File: src/rtl/alu_mdu_seq.sv
// alu_mdu_seq: registered ALU with valid/ready handshakes on both sides.
// Single-cycle ops (add/sub/logic/shift) return one cycle after acceptance.
// Unsigned multiply/divide run on a shared iterative datapath, one step
// per cycle for WIDTH cycles. Result and flags stay registered until the
// consumer takes them.
module alu_mdu_seq #(
    parameter int WIDTH = 8
) (
    input  logic             clk,
    input  logic             rst_n,
    input  logic             in_valid,
    output logic             in_ready,
    input  logic [WIDTH-1:0] a,
    input  logic [WIDTH-1:0] b,
    input  logic [3:0]       op,
    output logic             out_valid,
    input  logic             out_ready,
    output logic [WIDTH-1:0] y,
    output logic             overflow,
    output logic             carry,
    output logic             zero,
    output logic             negative,
    output logic             busy
);

    localparam int SW = $clog2(WIDTH);   // shift amount width
    localparam int CW = $clog2(WIDTH);   // step counter width (0..WIDTH-1)
    localparam logic [WIDTH-1:0] SH_MAX   = WIDTH'(WIDTH - 1);
    localparam logic [CW-1:0]    CNT_LAST = CW'(WIDTH - 1);

    typedef enum logic [1:0] {
        S_IDLE,
        S_EXEC,
        S_DONE
    } state_t;

    state_t           state_q, state_d;
    logic [WIDTH-1:0] y_q, y_d;
    logic             ovf_q, ovf_d;
    logic             cy_q, cy_d;
    logic             zero_q, zero_d;
    logic             neg_q, neg_d;
    // Iterative unit: {hi,lo} is the product for MUL, {rem,quo} for DIV.
    logic [WIDTH-1:0] hi_q, hi_d;
    logic [WIDTH-1:0] lo_q, lo_d;
    logic [WIDTH-1:0] bop_q, bop_d;
    logic [1:0]       mop_q, mop_d;
    logic [CW-1:0]    cnt_q, cnt_d;

    logic             accept;
    logic [SW-1:0]    shamt;
    logic [WIDTH:0]   addsub;
    logic [WIDTH-1:0] alu_y;
    logic             alu_ovf;
    logic             alu_cy;

    logic [WIDTH:0]   mul_sum;
    logic [WIDTH:0]   div_sh;
    logic [WIDTH:0]   div_sub;
    logic             div_ge;
    logic [WIDTH-1:0] step_hi;
    logic [WIDTH-1:0] step_lo;

    logic             res_we;
    logic [WIDTH-1:0] res_y;
    logic             res_ovf;
    logic             res_cy;

    assign accept    = in_valid && in_ready;
    assign in_ready  = rst_n && ((state_q == S_IDLE) ||
                                 ((state_q == S_DONE) && out_ready));
    assign out_valid = (state_q == S_DONE);
    assign busy      = (state_q == S_EXEC);
    assign y         = y_q;
    assign overflow  = ovf_q;
    assign carry     = cy_q;
    assign zero      = zero_q;
    assign negative  = neg_q;

    // Single-cycle ALU on the live inputs; only consumed on an accept edge.
    always_comb begin
        shamt   = (b > SH_MAX) ? SW'(WIDTH - 1) : b[SW-1:0];
        addsub  = '0;
        alu_y   = '0;
        alu_ovf = 1'b0;
        alu_cy  = 1'b0;
        case (op)
            4'b0000: begin
                addsub  = {1'b0, a} + {1'b0, b};
                alu_y   = addsub[WIDTH-1:0];
                alu_cy  = addsub[WIDTH];
                alu_ovf = (a[WIDTH-1] == b[WIDTH-1]) && (addsub[WIDTH-1] != a[WIDTH-1]);
            end
            4'b0001: begin
                // Bit WIDTH of the widened difference is the borrow.
                addsub  = {1'b0, a} - {1'b0, b};
                alu_y   = addsub[WIDTH-1:0];
                alu_cy  = addsub[WIDTH];
                alu_ovf = (a[WIDTH-1] != b[WIDTH-1]) && (addsub[WIDTH-1] != a[WIDTH-1]);
            end
            4'b0010: alu_y = a & b;
            4'b0011: alu_y = a | b;
            4'b0100: alu_y = a ^ b;
            4'b0101: alu_y = a << shamt;
            4'b0110: alu_y = a >> shamt;
            4'b0111: alu_y = $unsigned($signed(a) >>> shamt);
            default: alu_y = '0;   // reserved opcodes (MDU ops never use this)
        endcase
    end

    // One multiply or divide step from the current iterative state.
    always_comb begin
        // Shift-add: add b to the high half when the current low bit is set,
        // then shift the whole {carry,hi,lo} right by one.
        mul_sum = {1'b0, hi_q} + (lo_q[0] ? {1'b0, bop_q} : '0);
        // Restoring divide: shift the next dividend bit into the remainder
        // and subtract the divisor when it fits. With b == 0 every step
        // "fits", giving an all-ones quotient and a remainder equal to a.
        div_sh  = {hi_q, lo_q[WIDTH-1]};
        div_ge  = (div_sh >= {1'b0, bop_q});
        div_sub = div_sh - {1'b0, bop_q};
        if (mop_q[1]) begin
            step_hi = div_ge ? div_sub[WIDTH-1:0] : div_sh[WIDTH-1:0];
            step_lo = {lo_q[WIDTH-2:0], div_ge};
        end else begin
            step_hi = mul_sum[WIDTH:1];
            step_lo = {mul_sum[0], lo_q[WIDTH-1:1]};
        end
    end

    // Next-state: handshake FSM, iterative unit, and result capture.
    always_comb begin
        state_d = state_q;
        hi_d    = hi_q;
        lo_d    = lo_q;
        bop_d   = bop_q;
        mop_d   = mop_q;
        cnt_d   = cnt_q;
        res_we  = 1'b0;
        res_y   = '0;
        res_ovf = 1'b0;
        res_cy  = 1'b0;

        case (state_q)
            S_IDLE, S_DONE: begin
                if (accept) begin
                    if (op[3:2] == 2'b10) begin
                        state_d = S_EXEC;
                        hi_d    = '0;
                        lo_d    = a;
                        bop_d   = b;
                        mop_d   = op[1:0];
                        cnt_d   = '0;
                    end else begin
                        state_d = S_DONE;
                        res_we  = 1'b1;
                        res_y   = alu_y;
                        res_ovf = alu_ovf;
                        res_cy  = alu_cy;
                    end
                end else if (state_q == S_DONE && out_ready) begin
                    state_d = S_IDLE;
                end
            end
            S_EXEC: begin
                hi_d  = step_hi;
                lo_d  = step_lo;
                cnt_d = cnt_q + 1'b1;
                if (cnt_q == CNT_LAST) begin
                    state_d = S_DONE;
                    res_we  = 1'b1;
                    case (mop_q)
                        2'b00: begin
                            res_y  = step_lo;
                            res_cy = (step_hi != '0);
                        end
                        2'b01: res_y = step_hi;
                        2'b10: begin
                            res_y   = step_lo;
                            res_ovf = (bop_q == '0);
                        end
                        default: begin
                            res_y   = step_hi;
                            res_ovf = (bop_q == '0);
                        end
                    endcase
                end
            end
            default: state_d = S_IDLE;
        endcase

        y_d    = res_we ? res_y : y_q;
        ovf_d  = res_we ? res_ovf : ovf_q;
        cy_d   = res_we ? res_cy : cy_q;
        zero_d = res_we ? (res_y == '0) : zero_q;
        neg_d  = res_we ? res_y[WIDTH-1] : neg_q;
    end

    // State and result registers; reset aborts any operation in flight.
    always_ff @(posedge clk or negedge rst_n) begin
        if (!rst_n) begin
            state_q <= S_IDLE;
            y_q     <= '0;
            ovf_q   <= 1'b0;
            cy_q    <= 1'b0;
            zero_q  <= 1'b0;
            neg_q   <= 1'b0;
            hi_q    <= '0;
            lo_q    <= '0;
            bop_q   <= '0;
            mop_q   <= '0;
            cnt_q   <= '0;
        end else begin
            state_q <= state_d;
            y_q     <= y_d;
            ovf_q   <= ovf_d;
            cy_q    <= cy_d;
            zero_q  <= zero_d;
            neg_q   <= neg_d;
            hi_q    <= hi_d;
            lo_q    <= lo_d;
            bop_q   <= bop_d;
            mop_q   <= mop_d;
            cnt_q   <= cnt_d;
        end
    end

endmodule

File: config.mk
export PLATFORM = sky130hd
export DESIGN_NAME = alu_mdu_seq
export DESIGN_NICKNAME = d
export VERILOG_FILES = /design/src/rtl/alu_mdu_seq.sv
export SDC_FILE = /design/constraint.sdc
export NUM_CORES = 1
export LEC_CHECK = 0
export ABC_AREA = 1
export CAP_MARGIN = 20
export CORE_MARGIN = 10
export CORE_UTILIZATION = 50
export CTS_CLUSTER_DIAMETER = 60
export CTS_CLUSTER_SIZE = 25
export DETAILED_ROUTE_END_ITERATION = 8
export PLACE_DENSITY = 0.77
export REMOVE_ABC_BUFFERS = 1
export SETUP_SLACK_MARGIN = 0.15
export SKIP_CTS_REPAIR_TIMING = 1
export SYNTH_ARGS = -nofsm -noshare
export SYNTH_HDL_FRONTEND = slang
export SYNTH_SLANG_ARGS = --single-unit
File: constraint.sdc
create_clock -name clk -period 2.3 [get_ports clk]
set_input_delay 0.23 -clock clk [delete_from_list [all_inputs] [get_ports clk]]
set_output_delay 0.23 -clock clk [all_outputs]
set_load 0.1 [all_outputs]
# Word-level counts from Yosys, hierarchy flattened
# Index checks and enable logic that the tools add are counted.
[totals]
elab_cells = 105
register_bits = 43
input_bits = 24
output_inout_bits = 15
[op_classes]
n_shift = 3
reduce_logical = 19
addsub = 5
mux = 41
n_eq_ne = 21
n_lt_le_gt_ge = 2
bitwise_logic = 3
[op_table]
columns = ["cell", "count"]
rows = [
  ["8-bit 2-to-1 mux", 12],
  ["8-bit one-hot mux with 8 select lines", 1],
  ["8-bit one-hot mux with 2 select lines", 3],
  ["8-bit by 8-bit adder with 9-bit output", 2],
  ["4-bit by 3-bit == test with 1-bit output, second input constant", 4],
  ["8-bit zero test", 2],
  ["1-bit 2-to-1 mux", 11],
  ["1-bit one-hot mux with 2 select lines", 5],
  ["9-bit by 8-bit greater-or-equal comparator with 1-bit output", 1],
  ["3-bit 2-to-1 mux", 3],
  ["8-bit by 8-bit subtractor with 9-bit output", 1],
  ["8-bit bitwise AND", 1],
  ["4-bit by 2-bit == test with 1-bit output, second input constant", 2],
  ["8-bit by 3-bit > comparator with 1-bit output, second input constant", 1],
  ["2-bit 2-to-1 mux", 4],
  ["8-bit bitwise OR", 1],
  ["8-bit nonzero test", 1],
  ["8-bit by 3-bit << shifter with 8-bit output", 1],
  ["8-bit by 3-bit >> shifter with 8-bit output", 1],
  ["8-bit by 3-bit >>> shifter with 8-bit output", 1],
  ["8-bit subtractor", 1],
  ["8-bit XOR", 1],
  ["2-bit == test, second input constant", 3],
  ["3-bit one-hot mux with 2 select lines", 1],
  ["other kinds (18)", 30],
]

# Depth between registers and ports, before layout
[logic_depth]
ltp_word = 8
depth_mapped = 20
mapped_depth_nobuf = 20

# Worst setup path before layout
# No wires, ideal clock.
[synth_timing]
path_kind = "register -> register"
startpoint = "register state_q[1]"
endpoint = "register zero_q, in the netlist zero"
t_required_ns = 2.180
synth_period_minus_slack_ns = 2.346
n_path_buf = 0
setup_slack_ns = -0.046
stages_incl_launch_ff = 10
arrival_time_ns = 2.226
setup_time_ns = 0.120
cell_sequence = "dfrtp_1 -> nor2_2 -> nand2_1 -> inv_1 -> o21ai_0 -> o21bai_1 -> nand3_1 -> nor2_1 -> nand3_1 -> nand2_1"
[synth_between]
word_cells_on_any_way = 13
classes_between = "2 x eq/ne; 4 x mux; 7 x reduce/logical"
[synth_rtl]
columns = ["element", "line_no", "text"]
rows = [
  ["start, declared", "37", "state_t state_q, state_d;"],
  ["start signal, assigned", "214", "state_q <= state_d;"],
  ["2-bit by 1-bit == test with 1-bit output (*)", "n/a", ""],
  ["via busy", "23", "output logic busy"],
  ["8-bit one-hot mux with 2 select lines", "144", "case (state_q)"],
  ["8-bit zero test", "195", "zero_d = res_we ? (res_y == '0) : zero_q;"],
  ["end signal, assigned", "218", "zero_q <= zero_d;"],
  ["end, declared", "41", "logic zero_q, zero_d;"],
]
# The timed path passes the listed nets; every way through them passes the cells marked *.
# A chain may end at the register's enable or synchronous reset.

# Final worst setup path
[layout_timing]
startpoint = "register bop_q[2]"
endpoint = "register zero_q, in the netlist zero"
[layout_between]
elab_chain_cells = 7
word_cells_on_any_way = 11
classes_between = "2 x add/sub; 1 x order compare; 7 x mux; 1 x reduce/logical"
[layout_rtl]
columns = ["element", "line_no", "text"]
rows = [
  ["start, declared", "46", "logic [WIDTH-1:0] bop_q, bop_d;"],
  ["start signal, assigned", "222", "bop_q <= bop_d;"],
  ["8-bit 2-to-1 mux, or another cell as far along", "115", "mul_sum = {1'b0, hi_q} + (lo_q[0] ? {1'b0, bop_q} : '0);"],
  ["8-bit by 8-bit adder with 9-bit output or 8-bit 2-to-1 mux (tied branches)", "115, 123", ""],
  ["8-bit 2-to-1 mux", "122", "if (mop_q[1]) begin"],
  ["8-bit 2-to-1 mux (*)", "172", "case (mop_q)"],
  ["8-bit 2-to-1 mux (*)", "169", "if (cnt_q == CNT_LAST) begin"],
  ["8-bit one-hot mux with 2 select lines (*)", "144", ""],
  ["8-bit zero test (*)", "195", ""],
]
# Every way passes the cells marked *; elsewhere a longest branch is shown, timed or not.

==> run_results.csv <==
group,metric,value,unit
outcome,run_status,"finished, violations left",
outcome,violations,"setup timing",
pwr,seqPwrFrac,0.174,
synthesis,netlist-cell-type-count,49,
clocking,cts-root-buf,"clkbuf_8",
placement,io_buffer_count,38,
setup_path,arrival,2.77,ns
cells_and_area,syn_to_final_growth,47.7,%
cells_and_area,fin_util,0.769,
die,start_util,0.520,
clocking,clk_pin_slew,0.09,ns
die,ios,39,
die,fp.coreArea,9370,sq um
die,die_w,119,um
global_routing,antenna_found_initial,0,
pwr,swShare,0.532,
drt,vias,6501,
cells_and_area,antenna_cells,0,
timing,setup_ws,-0.218,ns
pwr,comb_power_share,0.759,
pwr,switchingPower,4.17,mW
pwr,p_leak,3.90,nW
clocking,clockBufferDepth,2,
timing,clock.fmax,0.397,GHz
clocking,clk_latency,0.31,ns
setup_path,crit_type,"reg -> reg",
synthesis,ys_seq_area_frac,0.216,
setup_path,cp_max_fo,5,
cells_and_area,final_common_cell,"nand2_1",
clocking,htree_levels,2,
cells_and_area,multi_input_area,3710,sq um
placement,gp_congestion,1.04,
cells_and_area,fin_nets,1046,
hold_path,hold_path_class,"in -> async",
setup_path,start_kind,"flip-flop",
timing,finalCriticalPeriod,2.52,ns
cells_and_area,n_fill_cell,707,
drt,drt_pass1_iterations,8,
timing,clock_skew,0.0146,ns
setup_path,end_kind,"flip-flop",
pwr,p_per_area,1090,nW/um^2
timing,final_max_slew_viol_count,0,
synthesis,synth-async-reset-ratio,1.00,
global_routing,grt_pass1_vias,5948,
synthesis,synth_ff_type,"dfrtp_1",
global_routing,grt_max_degree,43,
drt,totalWireLength,20.9,mm
cells_and_area,drive_gt1_frac,0.331,
drt,drtAntennaViolNets,0,
synthesis,ys_ff_latch,42,
global_routing,grt-ovfl-total,0,
synthesis,syn_inst,778,
timing,maxSlewHeadroom,0.604,
clocking,cts_tree,"built",
drt,first_iter_violations,906,
synthesis,synth_edf_count,0,
drt,viasPerCell,5.88,
timing,grt_setup_unrepaired,"true",
setup_path,crit_start,"bop_q[2]",
timing,finalHoldViolCount,0,
timing,holdWs,0.0156,ns
drt,wire_per_inst,18.9,um
pwr,pwr-share-clk,0.067,
die,rows,35,
global_routing,grtUsageTotal,0.250,
global_routing,grt_pass1_wl,29.4,mm
cells_and_area,final_cell_mix,"210 x nand2_1, 180 x buf_4, 96 x inv_1",
clocking,cts_made_buffers,5,
die,die_h,119,um
timing,fin_crit_sh,1.09,
pwr,p_int,3.66,mW
synthesis,ys.warnings.count,0,
setup_path,required,2.55,ns
cells_and_area,seq_area,1060,sq um
synthesis,avgSynthCellArea,6.27,sq um
synthesis,syn_area,4880,sq um
placement,dp_hpwl,15.1,mm
timing,tightest_slew,0.591,ns
clocking,cts_sinks,42,
drt,drc,0,
job,cap_violations,0,
setup_path,timing.rr.start,"bop_q[2]",
setup_path,rrSetupSlack,-0.22,ns
die,die-area,14100,sq um
timing,setup_viol,6,
pwr,peakVddDrop,0.000627,V
## worst paths after layout
path,depth (start not counted),end
worst max register to register,15,zero
worst max-delay path,15,zero
max in group asynchronous,2,hi_q[4]
worst min register to register,2,y[4]
min in group clk,4,bop_q[5]
worst min-delay path,2,cnt_q[2]
## state kept, by name, indices dropped and copies added, names as in the netlist
name	flops
bop_q	8
carry	1
cnt_q	3
hi_q	8
lo_q	8
mop_q	2
overflow	1
state_q	2
y	8
zero	1
## power by group through the flow
| stage | clock network, mW | registers [mW] | logic [mW] |
|---|---|---|---|
| after floorplan | 0 | 1.81 | 2.21 |
| after global placement | 0 | 1.28 | 4.38 |
| after detailed placement | 0 | 1.30 | 4.51 |
| after CTS | 0.512 | 1.29 | 4.54 |
| after global routing | 0.549 | 1.39 | 6.30 |
| final | 0.524 | 1.36 | 5.94 |
## stage by stage
step	total power, mW	instances	setup slack (ns)	area, sq um	setup TNS, ns
floorplan	4.02	755	-0.480	4760	-6.28
global placement	5.67	1078	-0.485	6440	-2.29
detailed placement	5.81	1078	-0.566	6440	-3.10
CTS	6.35	1086	-0.275	6530	-0.741
global route	8.25	1106	-0.390	7200	-1.73
finish	7.83	1106	-0.218	7200	-0.602
## cell families after synthesis
| family | count (synthesis) | share of synthesized area |
|---|---|---|
| AND/OR/NAND/NOR | 431 | 0.402 |
| buffers and inverters | 138 | 0.113 |
| AO/OA/AOI/OAI | 115 | 0.134 |
| adder cells (fa/ha/maj) | 46 | 0.124 |
| flip-flops | 42 | 0.216 |
| XOR/XNOR | 6 | 0.0108 |
## area by class of cell
cell class / count / area share
Multi-Input combinational cell: 598 / 0.516
Timing Repair Buffer: 214 / 0.241
Sequential cell: 42 / 0.147
Inverter: 115 / 0.0606
Tap cell: 129 / 0.0224
Clock buffer: 5 / 0.00955
Clock inverter: 3 / 0.00347
## per-layer routing
metal,GRT usage,share of wire,up-vias
met1,0.290,0.36,2976
met3,0.0186,0.081,118
li1,-,-,2958
met2,0.458,0.49,449
met5,0,0,-
met4,0.109,0.063,0
## critical path, stage by stage, from the launching register on
cell and delay [ns]:
dfrtp_1 0.44, inv_2 0.09, ha_4 0.21, a21oi_1 0.13, nand2_1 0.12, buf_4 0.17
a21oi_1 0.18, xor2_1 0.21, nand3_1 0.15, nand3_2 0.15, nand2_1 0.09, nand3_2 0.14
nand3_1 0.10, nor2_1 0.11, nand3_1 0.10, nand2_1 0.09
## Yosys cell counts (all sizes together) (3+ instances only)
master | count | area share
nand2 | 236 | 0.19
inv | 112 | 0.086
nand3 | 104 | 0.11
o21ai | 54 | 0.056
nor2 | 51 | 0.050
dfrtp | 42 | 0.22
ha | 42 | 0.11
a21oi | 32 | 0.034
nand4 | 23 | 0.032
buf | 12 | 0.016
o211ai | 12 | 0.018
clkbuf | 11 | 0.0087
o22ai | 6 | 0.0077
nor3 | 5 | 0.0062
fa | 4 | 0.016
xnor2 | 4 | 0.0072
a211oi | 3 | 0.0046
and2 | 3 | 0.0038
clkinv | 3 | 0.0023
nand3b | 3 | 0.0046
or2 | 3 | 0.0038
(Power assumes the default switching activity.)
